===== config.mk =====
export PLATFORM = sky130hd
export DESIGN_NAME = mem_stage_ctrl
export DESIGN_NICKNAME = d
export VERILOG_FILES = /design/src/rtl/mem_stage_ctrl.sv
export SDC_FILE = /design/constraint.sdc
export NUM_CORES = 1
export LEC_CHECK = 0
export BUFFER_PORTS_ARGS = -buffer_cell sky130_fd_sc_hd__buf_4
export CORE_ASPECT_RATIO = 0.8
export CORE_MARGIN = 4
export CORE_UTILIZATION = 45
export CTS_CLUSTER_SIZE = 25
export DETAILED_ROUTE_END_ITERATION = 6
export PLACE_DENSITY = 0.86
export SLEW_MARGIN = 20
export SYNTH_ARGS = -nofsm -noshare
export SYNTH_HDL_FRONTEND = slang
export SYNTH_SLANG_ARGS = --single-unit

===== constraint.sdc =====
create_clock -name clk -period 2.14 [get_ports clk]
set_input_delay 0.214 -clock clk [delete_from_list [all_inputs] [get_ports clk]]
set_output_delay 0.214 -clock clk [all_outputs]
set_load 0.03 [all_outputs]

===== src/rtl/mem_stage_ctrl.sv =====
// Memory-stage access controller: issues EX/MEM loads/stores to a variable-latency
// data memory, stalls the pipeline while outstanding, and flags faults as a sticky error.
module mem_stage_ctrl #(
   parameter int unsigned DATA_W  = 16,
   parameter int unsigned TIMEOUT = 15
) (
   input  logic              clk,
   input  logic              rst,
   input  logic              valid_i,
   input  logic              Mem_read,
   input  logic              Mem_write,
   input  logic [DATA_W-1:0] address,
   input  logic [DATA_W-1:0] write_data,
   input  logic              mem_busy,
   input  logic              mem_done,
   input  logic [DATA_W-1:0] mem_rdata,
   output logic              mem_rd,
   output logic              mem_wr,
   output logic [DATA_W-1:0] mem_addr,
   output logic [DATA_W-1:0] mem_wdata,
   output logic [DATA_W-1:0] data_read,
   output logic              valid_o,
   output logic              stall_o,
   output logic              err_o
);

   localparam int unsigned CNT_W = (TIMEOUT > 1) ? $clog2(TIMEOUT) : 1;
   localparam logic [CNT_W-1:0] CNT_LAST = CNT_W'(TIMEOUT - 1);

   typedef enum logic [1:0] {
      S_IDLE = 2'd0,
      S_WAIT = 2'd1,
      S_ERR  = 2'd2
   } state_t;

   state_t            r_state;
   state_t            w_state_nxt;
   logic [DATA_W-1:0] r_lat_addr;
   logic [DATA_W-1:0] r_lat_wdata;
   logic              r_lat_wr;
   logic [CNT_W-1:0]  r_wait_cnt;
   logic [CNT_W-1:0]  w_wait_cnt_nxt;
   logic              w_acc;
   logic              w_bad;
   logic              w_latch;

   assign w_acc = valid_i & (Mem_read | Mem_write);
   assign w_bad = (Mem_read & Mem_write) | address[0];

   // State, timeout counter and latched request
   always_ff @(posedge clk or negedge rst) begin
      if (!rst) begin
         r_state     <= S_IDLE;
         r_wait_cnt  <= '0;
         r_lat_addr  <= '0;
         r_lat_wdata <= '0;
         r_lat_wr    <= 1'b0;
      end else begin
         r_state    <= w_state_nxt;
         r_wait_cnt <= w_wait_cnt_nxt;
         if (w_latch) begin
            r_lat_addr  <= address;
            r_lat_wdata <= write_data;
            r_lat_wr    <= Mem_write;
         end
      end
   end

   // Next state and combinational outputs; requests go out in the same cycle as EX/MEM presents them
   always_comb begin
      w_state_nxt    = r_state;
      w_wait_cnt_nxt = r_wait_cnt;
      w_latch        = 1'b0;
      mem_rd         = 1'b0;
      mem_wr         = 1'b0;
      mem_addr       = '0;
      mem_wdata      = '0;
      data_read      = '0;
      valid_o        = 1'b0;
      stall_o        = 1'b0;
      err_o          = 1'b0;
      case (r_state)
         S_IDLE: begin
            if (valid_i && !w_acc) begin
               valid_o = 1'b1;
            end else if (w_acc && w_bad) begin
               stall_o     = 1'b1;
               w_state_nxt = S_ERR;
            end else if (w_acc && mem_busy) begin
               stall_o = 1'b1;
            end else if (w_acc) begin
               mem_rd    = Mem_read;
               mem_wr    = Mem_write;
               mem_addr  = address;
               mem_wdata = write_data;
               w_latch   = 1'b1;
               if (mem_done) begin
                  valid_o   = 1'b1;
                  data_read = Mem_write ? '0 : mem_rdata;
               end else begin
                  stall_o        = 1'b1;
                  w_wait_cnt_nxt = '0;
                  w_state_nxt    = S_WAIT;
               end
            end
         end
         S_WAIT: begin
            mem_addr  = r_lat_addr;
            mem_wdata = r_lat_wdata;
            if (mem_done) begin
               valid_o     = 1'b1;
               data_read   = r_lat_wr ? '0 : mem_rdata;
               w_state_nxt = S_IDLE;
            end else begin
               stall_o = 1'b1;
               if (r_wait_cnt == CNT_LAST) begin
                  w_state_nxt = S_ERR;
               end else begin
                  w_wait_cnt_nxt = r_wait_cnt + CNT_W'(1);
               end
            end
         end
         S_ERR: begin
            err_o   = 1'b1;
            stall_o = 1'b1;
         end
         default: begin
            w_state_nxt = S_ERR;
         end
      endcase
   end

endmodule


==> out/qor.log <==
qor: outcome.outcome complete, but fails checks
qor: outcome.violated_checks setup timing
qor: setup_path.cp.arrival 2.03 ns
qor: final_layout.final_layout_size_suffix_gt1_frac 0.521
qor: placed_design.buffer_ports.inserted 107
qor: setup_path.crit_path_max_fanout 8
qor: setup_path.required 1.93 ns
qor: floorplan.die_h 70.9 µm
qor: final_layout.finalInstanceArea 0.00344 mm²
qor: setup_path.setup.worst_path.start_class register
qor: setup_path.end_kind output port
qor: floorplan.horizontal_die_dimension 86.6 µm
qor: grt.first_global_vias 2026
qor: synthesis.net_count_of_the_mapped_netlist 278
qor: timing.finalHoldViolations 0
qor: timing.finalCritPeriodShare 1.05
qor: drt.detail_route.wirelength 6550 µm
qor: final_layout.syn_to_final_growth 54.7%
qor: drt.detail_route.iter0.violations 123
qor: clocking.tritoncts_clock_tree built
qor: drt.wl_per_cell 16.7 µm
qor: synthesis.synth_commonest_cells sky130_fd_sc_hd__dfrtp_1 (39), sky130_fd_sc_hd__nor2_1 (34), sky130_fd_sc_hd__a22oi_1 (31), sky130_fd_sc_hd__mux2_2 (31), sky130_fd_sc_hd__and2_1 (16)
qor: drt.via_per_inst 5.46
qor: synthesis.ys_ff_latch 39
qor: setup_path.timing.critical_path.max_delay_family simple AND/OR/NAND/NOR gates
qor: grt.grt_first_pass_wirelength 9920 µm
qor: timing.grt_setup_unrepaired true
qor: setup_path.cp_cell_sequence or4b_4 -> nor2_4 -> buf_12 -> clkbuf_16 -> a22oi_1 -> nor2_1 -> buf_4
qor: setup_path.worst-setup-path-type reg2out
qor: clocking.clk-insertion-delay-late 0.29 ns
qor: setup_path.critical-path-max-stage-delay 0.55 ns
qor: grt.grt_remaining_overflow 0
qor: power_and_ir_drop.p_total 1.72 mW
qor: setup_path.critical_path.n_buffers_inverters 3
qor: timing.setup-violations-final 33
qor: floorplan.initial_core_util 0.475
qor: clocking.cts_inserted_buffers 5
qor: power_and_ir_drop.max-vdd-ir-drop 0.327 mV
qor: flow_run.timing.max_cap.violations 0
qor: setup_path.crit_slowest_cell sky130_fd_sc_hd__or4b_4
qor: floorplan.boundaryPins 108
qor: synthesis.synthesis.area_per_instance 10.1 µm²
qor: floorplan.core_area 0.00468 mm²
qor: timing.fmaxAchievable 0.446 GHz
qor: clocking.clkTransAtPathRegs 0.08 ns
qor: grt.grt_util_all_layers 0.198
qor: floorplan.rows 22
qor: grt.maximum_number_of_pins_on_one_net_before_global_route_repair 43
qor: synthesis.yosysSeqAreaShare 0.439
qor: placed_design.post_dp_cell_area 0.00308 mm²
qor: synthesis.synth_top_flop_cell sky130_fd_sc_hd__dfrtp_1
qor: synthesis.synthDominantCellAreaShare 0.439
qor: clocking.htree_num_levels 2
qor: timing.worst_clock_skew_on_the_final_layout 0.00731 ns
qor: synthesis.synth.area.top_cells sky130_fd_sc_hd__dfrtp_1 (44%), sky130_fd_sc_hd__mux2_2 (16%), sky130_fd_sc_hd__a22oi_1 (10%)
qor: timing.transition_time_at_the_pin_with_the_least_slew_margin 0.488 ns
qor: final_layout.antenna_cells_inserted 0
qor: placed_design.dpl_wire_length 4210 µm
qor: drt.dr.pass1.iters 4
qor: final_layout.layout.core_utilization 0.735
qor: synthesis.yosysTopAreaCell sky130_fd_sc_hd__dfrtp_1
qor: clocking.max-clock-path-buffers 2
qor: final_layout.design.final.nets 388
qor: worst_hold_path.hp-class in2reg
qor: synthesis.yosys_warnings 0
qor: synthesis.post-synth-top-count-cell sky130_fd_sc_hd__dfrtp_1
qor: synthesis.synthDistinctLibCells 35
qor: timing.slew_viol_final 0
qor: synthesis.synth-edff-count 0
qor: placed_design.gp_congestion 0.806
qor: timing.relSlewSlack 0.672
qor: grt.antenna_found_initial 0
qor: synthesis.share_of_async_settable_or_async_resettable_flops_after_synthesis 1.00
qor: drt.route.detailed.drc 0
qor: clocking.cell_chosen_for_the_clock_root sky130_fd_sc_hd__clkbuf_8
qor: clocking.clock_sinks 39
qor: power_and_ir_drop.leakage 1.59 nW
qor: drt.ant_nets 0
qor: power_and_ir_drop.pwr_density_cell 500 mW/mm²
qor: timing.worst_slack_setup_final -0.0998 ns
qor: placed_design.dpl_worst_slack 0.200 ns
qor: synthesis.synth.cell_area 0.00222 mm²
qor: floorplan.design.die.area 0.00613 mm²
qor: synthesis.post_syn_instances 221
qor: drt.num_vias 2142
qor: timing.final.min_clock_period 2.24 ns
## area by class of cell
type	count	area, µm²
Fill cell	344	1240
Multi-Input combinational cell	157	1170
Timing Repair Buffer	120	1070
Sequential cell	39	976
Clock buffer	6	82.6
Tap cell	60	75.1
Clock inverter	2	35.0
Inverter	8	30.0
## registers in the layout, indices dropped and copies added, names as in the netlist
signal / cells
r_wait_cnt: 4
r_lat_addr: 16
r_lat_wr: 1
r_lat_wdata: 16
r_state: 2
## worst register-to-register path: cells and delay by family (launching register included)
family          cells  cell delay, ns
simple gates        2            0.78
buf+inv             2            0.42
flops               1            0.36
compound gates      2            0.26
## cell usage in the layout (no fill, tap or decap), types with 2 or more instances in the layout
cell type                   n
sky130_fd_sc_hd__mux2_2    31
sky130_fd_sc_hd__nand3_1    3
sky130_fd_sc_hd__nor3_1     4
sky130_fd_sc_hd__buf_6     18
sky130_fd_sc_hd__a22oi_1   24
sky130_fd_sc_hd__a21oi_1    6
sky130_fd_sc_hd__clkbuf_8   6
sky130_fd_sc_hd__nand2_1    3
sky130_fd_sc_hd__buf_4     95
sky130_fd_sc_hd__buf_16     2
sky130_fd_sc_hd__nor2b_1    3
sky130_fd_sc_hd__a22oi_2    7
sky130_fd_sc_hd__a31oi_1    2
sky130_fd_sc_hd__dfrtp_1   39
sky130_fd_sc_hd__o21ai_0    3
sky130_fd_sc_hd__and2_1    15
sky130_fd_sc_hd__nor2_1    34
sky130_fd_sc_hd__inv_1      8
sky130_fd_sc_hd__buf_12     3
sky130_fd_sc_hd__or3b_1     2
sky130_fd_sc_hd__ha_1       2
## cell families after synthesis
logic type                 Yosys count  synth area share
xor gates and xnor gates             1           0.00394
adders and majority gates            3            0.0163
AOI/OAI and AO/OA                   47             0.148
buffers and inverters               25            0.0557
DFF                                 39             0.439
and+or+nand+nor                     74             0.175
muxes                               32             0.162
## power by group
part	switching [mW]	total, mW	internal (mW)
clock network	0.261	0.639	0.378
logic	0.0876	0.230	0.142
registers	0.0445	0.852	0.808
## final timing paths
kind                                               end  depth (start not counted)                   start  slack [ns]
max in group asynchronous    r_wait_cnt[1]$_DFFE_PN0P_                          2                     rst        1.36
min reg2reg                       r_lat_wr$_DFFE_PN0P_                          1    r_lat_wr$_DFFE_PN0P_        0.50
max reg2reg                  r_wait_cnt[2]$_DFFE_PN0P_                          6  r_state[0]$_DFFE_PN0P_        0.21
max                                       mem_wdata[1]                          7  r_state[0]$_DFFE_PN0P_        -0.1
min                        r_lat_wdata[14]$_DFFE_PN0P_                          2          write_data[14]        0.17
min in group asynchronous         r_lat_wr$_DFFE_PN0P_                          2                     rst        0.43
## metrics by stage
stage	hold slack, ns	instances	setup TNS (ns)
5_1_grt	0.160	392	-6.02
2_1_floorplan	-0.0816	221	0
3_3_place_gp	0.213	377	0
3_5_place_dp	0.222	377	0
4_1_cts	0.160	391	-1.76
6_report	0.168	392	-2.19
## per-layer routing
| metal | share of wire | GRT usage | vias up |
|---|---|---|---|
| met2 | 0.48 | 0.317 | 72 |
| met4 | 0.012 | 0.0398 | 0 |
| met5 | 0 | 0 | - |
| met3 | 0.066 | 0.0442 | 11 |
| met1 | 0.44 | 0.277 | 1051 |
| li1 | - | - | 1008 |
## repair_timing
action,4_1_cts,5_1_grt
cloned,2,1
pin swaps,6,19
hold buffers,1,0
buffers inserted,3,0
hold endpoints to repair,39,0
gates resized for setup,5,25
endpoints found under the setup margin,31,51
Power figures use the tool's default switching activity.
